[src/rtl/corelet_pkg.sv]
// Shared definitions for the corelet sequencer: FSM states, instruction-word
// bit positions and the fixed SRAM base addresses.
package corelet_pkg;

    localparam int INST_W = 34;

    localparam int B_KLOAD    = 0;
    localparam int B_EXEC     = 1;
    localparam int B_L0_WR    = 2;
    localparam int B_L0_RD    = 3;
    localparam int B_XMEM_RD  = 4;
    localparam int B_PSUM_RD  = 5;
    localparam int B_OFIFO_RD = 6;
    localparam int B_XADDR_LO = 7;
    localparam int B_PADDR_LO = 18;
    localparam int B_PSUM_WR  = 29;
    localparam int B_OUT_WR   = 30;
    localparam int B_SFP_ACC  = 33;

    // Weights occupy xmem [0, 72), activations start at 256; outputs land at 512
    localparam int W_BASE = 0;
    localparam int X_BASE = 256;
    localparam int O_BASE = 512;

    typedef enum logic [3:0] {
        S_IDLE,
        S_W_LOAD,
        S_W_SHIFT,
        S_W_FLUSH,
        S_X_LOAD,
        S_X_EXEC,
        S_DRAIN,
        S_ACC,
        S_DONE
    } state_t;

endpackage

[src/rtl/conv_addr_gen.sv]
// Nested kx/ky (inner) and ox/oy (outer) counters that walk the psum SRAM
// for the accumulation phase, plus the matching output pixel index.
module conv_addr_gen
    import corelet_pkg::*;
#(
    parameter int KSZ = 3,
    parameter int IW  = 6,
    parameter int AW  = 11
) (
    input  logic          clk,
    input  logic          reset,
    input  logic          clear,
    input  logic          step_k,
    input  logic          step_o,
    output logic [AW-1:0] psum_addr,
    output logic [AW-1:0] onij,
    output logic          last_k,
    output logic          last_o
);

    localparam int OW      = IW - KSZ + 1;
    localparam int LEN_NIJ = IW * IW;
    localparam int KCW     = $clog2(KSZ + 1);
    localparam int OCW     = $clog2(OW + 1);

    localparam logic [KCW-1:0] K_LAST = KCW'(KSZ - 1);
    localparam logic [OCW-1:0] O_LAST = OCW'(OW - 1);

    logic [KCW-1:0] kx, ky;
    logic [OCW-1:0] ox, oy;
    logic [AW-1:0]  kij;

    // NOTE: sequential state uses non-blocking assignments so every register
    // samples its inputs from before the edge, independent of statement order.
    always_ff @(posedge clk) begin
        if (reset || clear) begin
            kx <= '0;
            ky <= '0;
            ox <= '0;
            oy <= '0;
        end else begin
            if (step_k) begin
                if (kx == K_LAST) begin
                    kx <= '0;
                    ky <= (ky == K_LAST) ? '0 : ky + KCW'(1);
                end else begin
                    kx <= kx + KCW'(1);
                end
            end
            if (step_o) begin
                if (ox == O_LAST) begin
                    ox <= '0;
                    oy <= (oy == O_LAST) ? '0 : oy + OCW'(1);
                end else begin
                    ox <= ox + OCW'(1);
                end
            end
        end
    end

    // Each kernel position kij has its own len_nij-sized psum plane
    assign kij       = AW'(ky) * AW'(KSZ) + AW'(kx);
    assign psum_addr = kij * AW'(LEN_NIJ) + (AW'(oy) + AW'(ky)) * AW'(IW) + AW'(ox) + AW'(kx);
    assign onij      = AW'(oy) * AW'(OW) + AW'(ox);
    assign last_k    = (kx == K_LAST) && (ky == K_LAST);
    assign last_o    = (ox == O_LAST) && (oy == O_LAST);

endmodule

[src/rtl/corelet_ctrl.sv]
// Tile sequencer: per kernel position loads weights, streams activations and
// drains psums, then accumulates all kernel positions per output pixel.
module corelet_ctrl
    import corelet_pkg::*;
#(
    parameter int ROW = 8,
    parameter int COL = 8,
    parameter int KSZ = 3,
    parameter int IW  = 6,
    parameter int AW  = 11
) (
    input  logic              clk,
    input  logic              reset,
    input  logic              start,
    input  logic              relu_cfg,
    input  logic              ofifo_valid,
    output logic [INST_W-1:0] inst,
    output logic              xw_mode,
    output logic              sfp_reset,
    output logic              relu_en,
    output logic              busy,
    output logic              done
);

    localparam int LEN_KIJ = KSZ * KSZ;
    localparam int LEN_NIJ = IW * IW;
    localparam int CW      = $clog2(LEN_NIJ + ROW + COL + 4);
    localparam int KW      = $clog2(LEN_KIJ + 1);

    localparam logic [CW-1:0] W_LAST   = CW'(COL - 1);
    localparam logic [CW-1:0] F_LAST   = CW'(ROW + COL - 1);
    localparam logic [CW-1:0] N_LAST   = CW'(LEN_NIJ - 1);
    localparam logic [KW-1:0] KIJ_LAST = KW'(LEN_KIJ - 1);

    // ACC sub-phases; the read phase holds until the address generator
    // reports the last kernel position
    localparam logic [CW-1:0] ACC_SFP  = CW'(0);
    localparam logic [CW-1:0] ACC_RD   = CW'(1);
    localparam logic [CW-1:0] ACC_TAIL = CW'(2);
    localparam logic [CW-1:0] ACC_WR   = CW'(3);

    state_t        state, state_next;
    logic [CW-1:0] cnt;
    logic [KW-1:0] kij;
    logic          l0_wr_d, acc_d;
    logic          xmem_rd, psum_rd;
    logic          drain_last, acc_wr;
    logic [AW-1:0] gen_addr, gen_onij;
    logic          gen_last_k, gen_last_o;

    assign drain_last = (state == S_DRAIN) && ofifo_valid && (cnt == N_LAST);
    assign acc_wr     = (state == S_ACC) && (cnt == ACC_WR);

    always_ff @(posedge clk) begin
        if (reset) state <= S_IDLE;
        else       state <= state_next;
    end

    // NOTE: every signal written in an always_comb gets a default first, so
    // no path can leave it unassigned and infer a latch.
    always_comb begin
        state_next = state;
        unique case (state)
            S_IDLE:    if (start)                 state_next = S_W_LOAD;
            S_W_LOAD:  if (cnt == W_LAST)         state_next = S_W_SHIFT;
            S_W_SHIFT: if (cnt == W_LAST)         state_next = S_W_FLUSH;
            S_W_FLUSH: if (cnt == F_LAST)         state_next = S_X_LOAD;
            S_X_LOAD:  if (cnt == N_LAST)         state_next = S_X_EXEC;
            S_X_EXEC:  if (cnt == N_LAST)         state_next = S_DRAIN;
            S_DRAIN:   if (drain_last)            state_next = (kij == KIJ_LAST) ? S_ACC : S_W_LOAD;
            S_ACC:     if (acc_wr && gen_last_o)  state_next = S_DONE;
            S_DONE:                               state_next = S_IDLE;
            default:                              state_next = S_IDLE;
        endcase
    end

    always_ff @(posedge clk) begin
        if (reset) begin
            cnt     <= '0;
            kij     <= '0;
            l0_wr_d <= 1'b0;
            acc_d   <= 1'b0;
            relu_en <= 1'b0;
        end else begin
            // Read data arrives one cycle later, so the dependent write follows
            l0_wr_d <= xmem_rd;
            acc_d   <= psum_rd;
            if (state == S_IDLE && start) relu_en <= relu_cfg;

            if (state_next != state || state == S_IDLE) begin
                cnt <= '0;
            end else if (state == S_ACC) begin
                if (cnt == ACC_WR)                     cnt <= '0;
                else if (cnt != ACC_RD || gen_last_k)  cnt <= cnt + CW'(1);
            end else if (state != S_DRAIN || ofifo_valid) begin
                cnt <= cnt + CW'(1);
            end

            if (drain_last) kij <= (kij == KIJ_LAST) ? '0 : kij + KW'(1);
        end
    end

    always_comb begin
        inst      = '0;
        xw_mode   = 1'b0;
        sfp_reset = reset;
        xmem_rd   = 1'b0;
        psum_rd   = 1'b0;
        unique case (state)
            S_W_LOAD: begin
                xmem_rd = 1'b1;
                inst[B_XADDR_LO +: AW] = AW'(W_BASE) + AW'(kij) * AW'(COL) + AW'(cnt);
            end
            S_W_SHIFT: begin
                inst[B_L0_RD] = 1'b1;
                inst[B_KLOAD] = 1'b1;
            end
            S_X_LOAD: begin
                xmem_rd = 1'b1;
                xw_mode = 1'b1;
                inst[B_XADDR_LO +: AW] = AW'(X_BASE) + AW'(cnt);
            end
            S_X_EXEC: begin
                xw_mode       = 1'b1;
                inst[B_L0_RD] = 1'b1;
                inst[B_EXEC]  = 1'b1;
            end
            S_DRAIN: begin
                // OFIFO is read-ahead: the head is written in the cycle it is popped
                if (ofifo_valid) begin
                    inst[B_OFIFO_RD] = 1'b1;
                    inst[B_PSUM_WR]  = 1'b1;
                    inst[B_PADDR_LO +: AW] = AW'(kij) * AW'(LEN_NIJ) + AW'(cnt);
                end
            end
            S_ACC: begin
                if (cnt == ACC_SFP) sfp_reset = 1'b1;
                if (cnt == ACC_RD) begin
                    psum_rd = 1'b1;
                    inst[B_PADDR_LO +: AW] = gen_addr;
                end
                if (cnt == ACC_WR) begin
                    inst[B_OUT_WR] = 1'b1;
                    inst[B_PADDR_LO +: AW] = AW'(O_BASE) + gen_onij;
                end
            end
            default: ;
        endcase
        inst[B_XMEM_RD] = xmem_rd;
        inst[B_PSUM_RD] = psum_rd;
        inst[B_L0_WR]   = l0_wr_d;
        inst[B_SFP_ACC] = acc_d;
        busy = (state != S_IDLE) && (state != S_DONE);
        done = (state == S_DONE);
    end

    conv_addr_gen #(
        .KSZ (KSZ),
        .IW  (IW),
        .AW  (AW)
    ) u_addr_gen (
        .clk       (clk),
        .reset     (reset),
        .clear     (state != S_ACC),
        .step_k    (psum_rd),
        .step_o    (acc_wr),
        .psum_addr (gen_addr),
        .onij      (gen_onij),
        .last_k    (gen_last_k),
        .last_o    (gen_last_o)
    );

endmodule

[config.mk]
export PLATFORM = sky130hd
export DESIGN_NAME = corelet_ctrl
export DESIGN_NICKNAME = d
export VERILOG_FILES = /design/src/rtl/corelet_pkg.sv /design/src/rtl/conv_addr_gen.sv /design/src/rtl/corelet_ctrl.sv
export SDC_FILE = /design/constraint.sdc
export NUM_CORES = 1
export LEC_CHECK = 0
export CAP_MARGIN = 20
export CORE_MARGIN = 2
export CORE_UTILIZATION = 65
export DETAILED_ROUTE_END_ITERATION = 12
export DONT_BUFFER_PORTS = 1
export PLACE_DENSITY_LB_ADDON = 0.3
export SLEW_MARGIN = 15
export SYNTH_ARGS = -nofsm -noshare
export SYNTH_HDL_FRONTEND = slang
export SYNTH_SLANG_ARGS = --single-unit
[constraint.sdc]
create_clock -name clk -period 8.75 [get_ports clk]
set_clock_uncertainty 0.1 [all_clocks]
set_input_delay 1.3125 -clock clk [delete_from_list [all_inputs] [get_ports clk]]
set_output_delay 1.3125 -clock clk [all_outputs]
set_load 0.02 [all_outputs]
==> results.ini, run 1 <==
[timing]
rsz0062_at_grt = false
hold_violations = 0
slew-limit-headroom = 0.306
max_freq_mhz = 174
tightest_slew_ns = 1.03
setup_viol = 0
slew_violations = 0
finalSetupTns_ns = 0
final.period_utilization = 0.658
layout_min_cycle_time_ns = 5.76

[logic_synthesis]
syn_area_mm2 = 0.00321
synth_edf_count = 0
synth_xor_area_frac = 0.0601
ys.flop_type = dfxtp_1
synth_compound_area_frac = 0.198
synth_fa_ha_area_frac = 0.232
ys_warn_count = 0
synth-seq-cells = 27
syn_area_per_cell_um2 = 8.51
seq_area_frac_synth = 0.169
synthArstFlopShare = 0
synth.distinct_cells = 70
synth_top_family_by_area = adder cells
synthSimpleGateAreaFrac = 0.223
syn_inst = 377
synthMuxAreaShare = 0.0218

[placed_design]
place_congestion = 0.910
hpwl_um = 5230
placed_cell_area_mm2 = 0.00309
dp_cells = 419
io_buffers = 0

[critical_path]
path_class = reg2out
r2r_cells = 5
crit_path_start_kind = register
crit_slowest_cell = o41ai_1
regToRegSetupSlack_ns = 5.94
crit_path_cell_trace = ha_1 -> inv_1 -> fa_1 -> xnor2_1 -> inv_1 -> fa_1 -> xnor2_1 -> ha_1 -> ha_1 -> o21ai_0 -> o21ai_0 -> o211ai_1 -> o41ai_1
cp.buffers_inverters = 2
cp.required_ns = 7.34
rr_endpoint = u_addr_gen.oy[0]
max_stage_delay_ns = 0.86
path_common_cell = ha_1
worst_setup_path_end_kind = output pin
crit_fanout = 6
r2r-start = state[1]
arrival_ns = 4.34
cp_top_family = adder cells

[layout]
areaGrowthSynthToFinish_pct = -2.15
fin_area_mm2 = 0.00314
layout.cells.non_filler = 423
drive_above_1_share = 0.0702
final_common_cell = ha_1
seqCellArea_um2 = 541
fillers = 420
final_cell_mix = ha_1, nor2_1, dfxtp_1
antenna_cells = 0
final_nets = 416
multi_input_area_mm2 = 0.00237

[run]
cap_viol_max_count = 0

[clocking]
clk_pin_slew_worst_paths_ns = 0.09
cts_setup_buffers = 0
cts_max_path_buffers = 2
cts_tree = yes
cts_hold_buf = 0
htree_num_levels = 1
numCtsBuffers = 3
clock_sinks = 27
cts_resized = 0
clock_latency_ns = 0.27
cts_root_buffer = clkbuf_8

[hold_path]
worstHoldStart = u_addr_gen.oy[0]
min_path_cells = 2
hp-class = reg2reg
worstHoldEndpoint = u_addr_gen.oy[0]

[floorplanning]
dieArea_mm2 = 0.00551
ioPinCount = 44
start_util = 0.674
die_w_um = 74.2
rows = 25
chipHeight_um = 74.2
core_area_mm2 = 0.00475

[global_routing]
grt_usage = 0.248
grt_max_degree = 22
grt_pass1_vias = 2365
grt_overflow = 0
grt_pass1_wl_um = 10900
antenna_found_initial = 0

[routing]
drc_errors = 0
ant_nets = 0
avgRoutedWirePerCell_um = 16.0
drt_wl_total_um = 6750
viasPerCell = 6.15
first_pass_iters = 5
vias = 2603
drt_iter0_drc = 185

[power_and_ir_drop]
ir_worst_vdd_mv = 0.0746
p_leak_uw = 0.00148
power_density_mw_per_mm2 = 67.9

[run_status]
status = finished clean

==> cell usage after synthesis (3+ instances only) <==
cell type,n,area (µm²)
ha_1,45,563
nor2_1,34,128
dfxtp_1,27,541
inv_1,26,97.6
nand2_1,21,78.8
a21oi_1,19,95.1
o21ai_0,17,85.1
buf_4,15,113
xor2_1,14,123
fa_1,9,180
nor3_1,9,45.0
a21o_1,8,60.1
xnor2_1,8,70.1
mux2i_1,7,70.1
buf_6,6,67.6
a211oi_1,5,37.5
nand2b_1,5,31.3
nand3_1,5,25.0
nor2b_1,5,31.3
nor4_1,5,31.3
o22ai_1,5,31.3
a31oi_1,4,25.0
clkbuf_1,4,15.0
o211ai_1,4,30.0
or3_1,4,25.0
a222oi_1,3,30.0
buf_2,3,15.0
o21bai_1,3,22.5
or2_2,3,18.8
==> kinds of logic after synthesis <==
| kind of cell | Yosys count |
|---|---|
| adder cells (fa/ha/maj) | 54 |
| flip-flops | 27 |
| AND/OR/NAND/NOR | 122 |
| AO/OA/AOI/OAI | 90 |
| other | 1 |
| buffers and inverters | 54 |
| XOR/XNOR | 22 |
| multiplexers | 7 |
==> flip-flops by register name, indices dropped and copies added, names as in the netlist <==
| name | flops |
|---|---|
| u_addr_gen.ky | 2 |
| l0_wr_d | 1 |
| state | 4 |
| kij | 4 |
| u_addr_gen.ox | 3 |
| u_addr_gen.oy | 3 |
| acc_d | 1 |
| u_addr_gen.kx | 2 |
| relu_en | 1 |
| cnt | 6 |
==> worst max-delay path by stage <==
stage	to	slack [ns]	startpoint	depth (start not counted)
global route	inst[28]	2.75	u_addr_gen.ky[0]	13
finish	inst[28]	2.99	u_addr_gen.ky[0]	13
global placement	inst[28]	3.40	u_addr_gen.ky[0]	13
detailed placement	inst[28]	3.28	u_addr_gen.ky[0]	13
floorplan	inst[28]	3.60	u_addr_gen.ky[0]	13
CTS	inst[28]	2.98	u_addr_gen.ky[0]	13
==> power breakdown <==
group	switching [µW]	total, µW	internal [µW]
clock network	39.9	71.7	31.9
registers	2.99	127	124
logic	9.82	14.5	4.64
==> layout make-up <==
class / count / area share
Tap cell: 67 / 0.0267
Sequential cell: 27 / 0.172
Clock inverter: 1 / 0.00159
Inverter: 26 / 0.0311
Multi-Input combinational cell: 299 / 0.755
Clock buffer: 3 / 0.0132
==> stage by stage <==
| step | util | power (µW) | setup WS [ns] | hold slack (ns) |
|---|---|---|---|---|
| floorplan | - | 146 | 3.60 | 0.366 |
| global placement | 0.650 | 144 | 3.40 | 0.399 |
| detailed placement | 0.650 | 144 | 3.28 | 0.408 |
| CTS | 0.660 | 216 | 2.98 | 0.422 |
| global route | 0.660 | 221 | 2.75 | 0.453 |
| finish | 0.660 | 213 | 2.99 | 0.417 |
==> routing by layer <==
| layer | vias to the layer above | share of wire | track usage |
|---|---|---|---|
| li1 | 1310 | - | - |
| met1 | 1209 | 0.49 | 0.366 |
| met2 | 79 | 0.45 | 0.388 |
| met3 | 5 | 0.055 | 0.0379 |
| met4 | 0 | 0.0056 | 0.0456 |
| met5 | - | 0 | 0 |
==> tightest hold or removal path, delay by kind of cell, from the launching register on <==
kind             cells  cell delay, ns
flip-flops           1            0.36
AO/OA/AOI/OAI        1            0.05
AND/OR/NAND/NOR      1            0.07
Power figures use the tool's default switching activity.
==> run 2, diff against run 1 <==
--- a/config.mk
+++ b/config.mk
@@ -5,9 +5,10 @@
 export SDC_FILE = /design/constraint.sdc
 export NUM_CORES = 1
 export LEC_CHECK = 0
+export ABC_AREA = 1
 export CAP_MARGIN = 20
 export CORE_MARGIN = 2
-export CORE_UTILIZATION = 65
+export CORE_UTILIZATION = 59
 export DETAILED_ROUTE_END_ITERATION = 12
 export DONT_BUFFER_PORTS = 1
 export PLACE_DENSITY_LB_ADDON = 0.3
==> constraint.sdc (replaced) <==
create_clock -name clk -period 5.2 [get_ports clk]
set_clock_uncertainty 0.1 [all_clocks]
set_input_delay 0.78 -clock clk [delete_from_list [all_inputs] [get_ports clk]]
set_output_delay 0.78 -clock clk [all_outputs]
set_load 0.02 [all_outputs]
==> results.ini, run 2 <==
[routing]
vias = 2777  ; was 2603
drt_wl_total_um = 6680  ; was 6750 µm
drt_iter0_drc = 98  ; was 185
drc_errors = 0  ; unchanged
avgRoutedWirePerCell_um = 13.2  ; was 16.0 µm
viasPerCell = 5.49  ; was 6.15
ant_nets = 0  ; unchanged
first_pass_iters = 5  ; unchanged

[floorplanning]
rows = 26  ; was 25
start_util = 0.604  ; was 0.674
chipHeight_um = 76.1  ; was 74.2 µm
core_area_mm2 = 0.00507  ; was 0.00475 mm²
die_w_um = 76.1  ; was 74.2 µm
dieArea_mm2 = 0.00579  ; was 0.00551 mm²
ioPinCount = 44  ; unchanged

[power_and_ir_drop]
total_power_uw = 364  ; was 213 µW
p_leak_uw = 0.00152  ; was 0.00148 µW
power_density_mw_per_mm2 = 116  ; was 67.9 mW/mm²
ir_worst_vdd_mv = 0.141  ; was 0.0746 mV

[logic_synthesis]
synth_common_cells = nand2_1, inv_1, ha_1  ; was ha_1, nor2_1, dfxtp_1
synth_top_area_cell = ha_1  ; unchanged
ys_warn_count = 0  ; unchanged
yosysTopAreaCellShare = 0.184  ; was 0.176
ys.flop_type = dfxtp_1  ; unchanged
ys_top_cells_by_area = ha_1, dfxtp_1, nand2_1  ; was ha_1, dfxtp_1, fa_1
synth.distinct_cells = 39  ; was 70
syn_area_mm2 = 0.00307  ; was 0.00321 mm²
synth_edf_count = 0  ; unchanged
syn_area_per_cell_um2 = 6.97  ; was 8.51 µm²
synthArstFlopShare = 0  ; unchanged
syn_inst = 440  ; was 377
seq_area_frac_synth = 0.176  ; was 0.169
synth-seq-cells = 27  ; unchanged
synth.most_common_cell = nand2_1  ; was ha_1

[global_routing]
grt_pass1_wl_um = 11400  ; was 10900 µm
grt_max_degree = 17  ; was 22
grt_usage = 0.235  ; was 0.248
grt_pass1_vias = 2576  ; was 2365
antenna_found_initial = 0  ; unchanged
grt_overflow = 0  ; unchanged

[clocking]
cts_root_buffer = clkbuf_8  ; unchanged
cts_resized = 0  ; unchanged
htree_num_levels = 1  ; unchanged
clock_latency_ns = 0.27  ; about the same
numCtsBuffers = 3  ; unchanged
cts_hold_buf = 0  ; unchanged
cts_tree = yes  ; unchanged
cts_max_path_buffers = 2  ; unchanged
clock_sinks = 27  ; unchanged
cts_setup_buffers = 0  ; unchanged
clk_pin_slew_worst_paths_ns = 0.10  ; was 0.09 ns

[placed_design]
hpwl_um = 5540  ; was 5230 µm
io_buffers = 0  ; unchanged
placed_cell_area_mm2 = 0.00308  ; was 0.00309 mm²
place_congestion = 0.891  ; was 0.910

[layout]
final_common_cell = nand2_1  ; was ha_1
areaGrowthSynthToFinish_pct = 2.00  ; was -2.15%
fin_area_mm2 = 0.00313  ; was 0.00314 mm²
multi_input_area_mm2 = 0.00217  ; was 0.00237 mm²
fillers = 490  ; was 420
final_nets = 496  ; was 416
antenna_cells = 0  ; unchanged
seqCellArea_um2 = 541  ; unchanged
top_register = cnt  ; unchanged
drive_above_1_share = 0.0917  ; was 0.0702
largest_reg_flops = 6  ; unchanged
final_cell_mix = nand2_1, inv_1, ha_1  ; was ha_1, nor2_1, dfxtp_1
reg_top3 = cnt x6, kij x4, state x4  ; unchanged

[critical_path]
cp.required_ns = 4.32  ; was 7.34 ns
crit_fanout = 6  ; unchanged
cp_top_family = adder cells  ; unchanged
arrival_ns = 3.98  ; was 4.34 ns
r2r_cells = 10  ; was 5
rr_endpoint = cnt[3]  ; was u_addr_gen.oy[0]
regToRegSetupSlack_ns = 3.07  ; was 5.94 ns
crit_slowest_cell = fa_1  ; was o41ai_1
worst_setup_path_end_kind = output pin  ; unchanged
crit_path_start_kind = register  ; unchanged
path_class = reg2out  ; unchanged
crit_path_cell_trace = ha_1 -> inv_1 -> fa_1 -> inv_1 -> ha_1 -> inv_1 -> fa_1 -> inv_1 -> ha_1 -> ha_1 -> a21oi_1 -> nand2_1 -> nand2_1 -> nand2_1 -> a21oi_1 -> nor2_1 -> o22ai_1  ; was ha_1 -> inv_1 -> fa_1 -> xnor2_1 -> inv_1 -> fa_1 -> xnor2_1 -> ha_1 -> ha_1 -> o21ai_0 -> o21ai_0 -> o211ai_1 -> o41ai_1
r2r-start = cnt[0]  ; was state[1]
critPathLaunch = u_addr_gen.ky[0]  ; unchanged
max_stage_delay_ns = 0.48  ; was 0.86 ns
cp.buffers_inverters = 4  ; was 2
crit_cells = 17  ; was 13

[run_status]
status = finished clean  ; unchanged

[hold_path]
hp-class = reg2reg  ; unchanged
worstHoldEndpoint = u_addr_gen.ox[1]  ; was u_addr_gen.oy[0]
min_path_cells = 2  ; unchanged
worstHoldStart = u_addr_gen.ox[1]  ; was u_addr_gen.oy[0]

[timing]
layout_min_cycle_time_ns = 4.86
slew_violations = 0  ; unchanged
max_freq_mhz = 206
finalSetupTns_ns = 0  ; unchanged
tightest_slew_ns = 0.725  ; was 1.03 ns
setup_viol = 0  ; unchanged
hold_violations = 0  ; unchanged
final.period_utilization = 0.934
fin_hold_ws_ns = 0.399  ; was 0.417 ns
rsz0062_at_grt = false  ; unchanged
slew-limit-headroom = 0.515  ; was 0.306

[run]
cap_viol_max_count = 0  ; unchanged

## run 2: cell count changes in the layout (fill, tap and decap cells not counted), moves of 6 or more
cell	before	now
a21o_1	8	0
mux2i_1	7	0
nand3_1	5	38
xor2_1	14	8
nand4_1	2	8
nor3_1	9	3
nand2_1	21	79
inv_1	26	66
inv_2	0	9
nor2_2	0	11
## run 2: where the power goes
part	switching [µW]	internal, µW	leakage, µW
Sequential	3.84	209	0.000218
Combinational	20.0	6.40	0.00128
Clock	70.3	54.4	0.0000217
## run 2: how the worst max path moves through the flow
stage                     to  slack [ns]
finish              inst[24]        0.34
global route        inst[24]        0.05
CTS                 inst[24]        0.33
detailed placement  inst[24]        0.64
global placement    inst[24]        0.77
floorplan           inst[24]        0.90
## run 2: logic make-up after synthesis
logic type                 Yosys count  share of synthesized area
DFF                                 27                      0.176
AOI/OAI and AO/OA                   65                      0.126
adders and majority gates           54                      0.242
xor gates and xnor gates            13                     0.0371
and+or+nand+nor                    193                      0.295
buffers and inverters               87                      0.121
other                                1                    0.00122
## run 2: area by class of cell
type                            count  share of cell area
Multi-Input combinational cell    329               0.692
Sequential cell                    27               0.173
Inverter                           76              0.0912
Tap cell                           70              0.0280
Clock buffer                        3              0.0132
Clock inverter                      1             0.00240
## run 2: through the flow
stage                     setup slack [ns]  cells  utilization
final                                0.345    506        0.616
after global routing                0.0460    506        0.616
after floorplan                      0.901    443            -
after CTS                            0.329    506        0.616
after global placement               0.772    502        0.607
after detailed placement             0.643    502        0.607
## run 2: tightest hold or removal path: stages, from the launching register on
cell and delay (ns):
dfxtp_1 0.34, nand2_1 0.06, a21oi_1 0.06
## run 2: layer usage
| layer | track usage | routed length, µm |
|---|---|---|
| met2 | 0.407 | 3100 |
| met5 | 0 | 0 |
| met1 | 0.307 | 3110 |
| met4 | 0.0327 | 36 |
| met3 | 0.0533 | 425 |
